--- src/rtl/reader.sv ---
// reader: assembles a 16-bit code word from keypad nibbles with backspace, clear and sticky error
module reader #(
  parameter logic [15:0] INIT_CODE = 16'h0000,
  parameter int          DIGITS    = 4
) (
  input  logic        clk,
  input  logic        rst,
  input  logic        key_valid,
  input  logic [3:0]  key_data,
  input  logic        key_back,
  input  logic        clear,
  output logic [15:0] code,
  output logic        code_ready,
  output logic [2:0]  count,
  output logic        err
);
  typedef enum logic [1:0] {EMPTY, ENTRY, FULL} state_t;
  state_t state;
  // entry state machine; state always mirrors count (0 / 1..3 / 4), back beats key, clear/rst beat both
  always_ff @(posedge clk) begin
    if (rst || clear) begin
      state      <= EMPTY;
      code       <= INIT_CODE;
      count      <= 3'd0;
      code_ready <= 1'b0;
      err        <= 1'b0;
    end else if (key_back) begin
      if (state == EMPTY) begin
        err <= 1'b1;
      end else begin
        code       <= {4'h0, code[15:4]};
        count      <= count - 3'd1;
        code_ready <= 1'b0;
        state      <= (count == 3'd1) ? EMPTY : ENTRY;
      end
    end else if (key_valid) begin
      if (state == FULL) begin
        err <= 1'b1;
      end else begin
        code       <= {code[11:0], key_data};
        count      <= count + 3'd1;
        code_ready <= (count == 3'(DIGITS - 1));
        state      <= (count == 3'(DIGITS - 1)) ? FULL : ENTRY;
      end
    end
  end
endmodule

--- config.mk ---
export PLATFORM = sky130hd
export DESIGN_NAME = reader
export DESIGN_NICKNAME = d
export VERILOG_FILES = /design/src/rtl/reader.sv
export SDC_FILE = /design/constraint.sdc
export NUM_CORES = 1
export LEC_CHECK = 0
export ABC_AREA = 1
export CORE_UTILIZATION = 40
export CTS_BUF_LIST = sky130_fd_sc_hd__clkbuf_2
export DETAILED_ROUTE_END_ITERATION = 16
export PLACE_DENSITY = 0.75
export SLEW_MARGIN = 5
export SYNTH_ARGS = -nofsm -noshare
export SYNTH_HDL_FRONTEND = slang
export SYNTH_SLANG_ARGS = --single-unit
--- constraint.sdc ---
create_clock -name clk -period 2.3 [get_ports clk]
set_clock_uncertainty 0.2 [all_clocks]
set_input_delay 0.575 -clock clk [delete_from_list [all_inputs] [get_ports clk]]
set_output_delay 0.575 -clock clk [all_outputs]
set_load 0.005 [all_outputs]
; ---- After elaboration in Yosys (flattened, before gate mapping)
; Cells that the tools add are included.
[totals]
wordCells = 41
ram_bits = 0
reg_bits = 23
latchBits = 0
mem_count = 0
romBits = 0
output_inout_bits = 21
in_bits = 9
[classes]
reduce_logical = 6
add_sub_neg = 2
multipliers = 0
n_mux = 22
shifts = 0
magnitude_cmp = 0
n_eq_ne = 6
div_mod_pow = 0
bitwise = 0
[op_table]
columns = operator, count
row1 = $mux W16, 4
row2 = $mux W3, 4
row3 = $mux W2, 5
row4 = $mux W1, 9
row5 = $reduce_and A3 Y1, 2
row6 = $ne A2 B2 Y1 const B, 2
row7 = $reduce_bool A2 Y1, 2
row8 = $add A3 B1 Y3 const B, 1
row9 = $eq A3 B1 Y1 const B, 1
row10 = $eq A3 B2 Y1 const B, 1
row11 = $sub A3 B1 Y3 const B, 1
row12 = $eq A2 B2 Y1 const B, 1
row13 = $logic_not A2 Y1, 1
row14 = $ne A2 B1 Y1 const B, 1
row15 = $logic_or A1 B1 Y1, 1

; ---- Logic depth before layout (Yosys ltp)
[logic_depth]
ltp_word = 5
mapped_depth = 9
ltp_nobuf = 9

; ---- Worst setup path before layout
; OpenSTA, ideal clock, no wires.
[synth_timing]
path_type = input to register
startpoint = input key_back
endpoint = register count[0]
arrival_time_ns = 1.335
setup_time_ns = 0.115
n_path_buf = 3
required_time_ns = 1.985
path_stages = 7
setup_slack_ns = 0.650
cell_sequence = buf_4 -> nand2_1 -> nand3_2 -> buf_6 -> buf_4 -> a21oi_1 -> nor2_1
[synth_via]
elab_chain_len = 2
elab_cells_between_ends = 5
cone_classes = eq/ne: 2 / mux: 1 / reduce/logical: 2
[synth_rtl]
columns = element, line_no
row1 = start: declaration, 10  ; input logic key_back,
row2 = $ne A2 B2 Y1 (no line) / $reduce_bool A2 Y1 (equally long branches), -
row3 = $reduce_and A3 Y1 (no line), -
row4 = end signal: assignment, 32  ; count <= count - 3'd1;
row5 = end signal: assignment, 41  ; count <= count + 3'd1;
row6 = end: declaration, 14  ; output logic [2:0] count,
; Several ways; a longest one is shown, not always the timed one.
; A chain may end at the register's enable or synchronous reset.

; ---- Worst setup path in the final report
[layout_timing]
startpoint = register count[0]
endpoint = output count[0]
; No word-level cell between the ends.

==> metrics <==
status=completed; Yosys cell types=17; Final Net Count=236; I/O pin count=30; Yosys top cell area share=0.354; routed wire length=2.61 mm; drt first pass iters=6; Syn. warnings=0; cells along the critical path=clkdlybuf4s50_1; hpwl dp=1.79 mm; initial core utilization=0.436; H-tree depth=1; worst relative slew slack=0.812; Worst Path Required=1520 ps; Synth Register Bits=22; Via-to-Cell Ratio=4.81; clock buffer depth=2; initial antenna violation count=0; critical path startpoint category=flip-flop; DRT iter0 DRCs=23; row cnt=19; Met3 Wirelength=117 µm; Hold Slack=276 ps; Chip Height=57.8 µm; highest-count cells in the layout ignoring fill and taps=nand2_1, a21oi_1, clkdlybuf4s50_1; Vias=1212; first-pass GRT wire length=approximately 4.2 mm; Root Driver=clkbuf_2; Slew @ Worst Pin=281 ps; final critical-path share of the clock period=0.918; WHS Path Cells=2; HP Class=flip-flop to flip-flop; startpoint of the worst hold path=err; Residual DRC=0; CTS tree=built; final core utilization=0.554; hold_buf cts=0; Final Setup Violations=0; die width=57.8 µm; worst r2r src=count[0]; synthesized area=1240 µm²; worst setup path start=count[0]; total gr overflow=0; fmax=474 MHz; Clk Latency, worst-skew pair=330 ps; multiplexer area fraction after synthesis=0; met1 WL=1.37 mm; CP arrival=1340 ps; area of the multi-input gates=~630 µm²; worst reg2reg path endpoint=count[2]; Synth Area in XOR/XNOR=0.00704; CP endpoint kind=output pin; R2R Setup Slk=770 ps; IO buf count=29; setup repair bufs after CTS=0; sequential element share of the synthesized area=0.354; adder-cell share of the synthesized area=0.0402; vias in the first global route=980; Fin. Hold Viols=0; layout cells sized above 1=0.0633; ANT nets after route=0; Crit-path slowest cell=clkdlybuf4s50_1; most common cell after layout, fill and taps aside=nand2_1; max-cap check violation count=0; Hold EP=err; Avg Inst Size Synth=6.41 µm²; Pwr Density=490 nW/µm²; pin count of the biggest net entering global routing=29; # resized after CTS=0; DIE AREA=about 3300 µm²; Pwr Total=roughly 0.00077 W; WL met2=1.10 mm; CP bufs+invs=1; WS Path Type=flip-flop to output pin; ant diodes=0; Setup Total Neg Slack=0 ps; Reg2Reg Depth=6; register area=about 440 µm²; GRT Total Usage=0.160; CORE AREA=2850 µm²; Yosys top cell by area=dfxtp_1; Leak=0.750 nW; delay-heaviest family, CP=buffers and inverters; GP Congestion=about 0.74; Synth area leaders=dfxtp_1, nand2_1, a21oi_1; highest routed layer=met4; Clock Pin Slew Worst Setup and Hold Paths=210 ps; Tmin final=roughly 2100 ps; drt wl/cell=10.4 µm; Slowest Stage Delay on Critical Path=530 ps; simple-gate area share of the yosys netlist=0.330; RSZ-0062 raised after global routing=false; Post-Synthesis Net Count=207; largest family of logic cells by synthesized area=simple AND/OR/NAND/NOR gates; Max rail drop VDD=0.000291 V; compound-cell area share of the yosys netlist=0.129; CTS Sinks=22; Worst Path Max Fanout=6; area grow syn2layout=27.1%; TritonCTS Buffers=3; Fill cells=297; Slew Limit Fails=0; Synth Instances=194
==> cells in the mapped netlist <==
| cell type | number |
|---|---|
| buf_6 | 3 |
| nand3_2 | 1 |
| buf_4 | 2 |
| inv_1 | 22 |
| clkbuf_1 | 5 |
| nor2_1 | 24 |
| nand2_1 | 49 |
| dfxtp_1 | 22 |
| nand4_1 | 1 |
| nand3_1 | 19 |
| ha_1 | 4 |
| or2_1 | 3 |
| or2_0 | 1 |
| a21oi_1 | 32 |
| inv_2 | 1 |
| xnor2_1 | 1 |
| buf_2 | 4 |
==> state kept, by name, summed over array words and instances (netlist names) <==
signal / count
code: 16
count: 3
code_ready: 1
err: 1
state: 1
==> final cells by class <==
type,count,area share
Tap cell,31,0.0245
Clock buffer,3,0.00950
Sequential cell,22,0.279
Timing Repair Buffer,38,0.234
Inverter,23,0.0546
Multi-Input combinational cell,135,0.398
==> metal layers <==
layer  global-route usage  vias up
li1                     -      662
met1                0.226      518
met2                0.256       30
met3               0.0268        2
met4               0.0408        0
met5                    0        -
==> kinds of logic after synthesis <==
group,Yosys count
AO/OA/AOI/OAI,32
adder cells (fa/ha/maj),4
XOR/XNOR,1
buffers and inverters,37
flip-flops,22
AND/OR/NAND/NOR,98
==> through the flow <==
stage	worst slack (ps)	std cells	cell area [µm²]
after floorplan	650	194	1240
after global routing	124	252	1580
after detailed placement	163	249	1570
after CTS	160	252	1580
final	189	252	1580
after global placement	201	249	1570
==> report_power, final <==
part | switching, W | total (W) | internal, W
sequential | 0.0000172 | 0.000418 | 0.000401
clock | 0.000118 | 0.000154 | 0.0000355
combinational | 0.000100 | 0.000203 | 0.000103
==> how the worst max path moves through the flow <==
stage	to	depth (start not counted)
after floorplan	count[0]	7
after global placement	code[8]	5
after detailed placement	code[14]	7
after CTS	count[0]	1
after global routing	count[0]	1
final	count[0]	1
No activity file was read; power rests on OpenSTA's default activity.
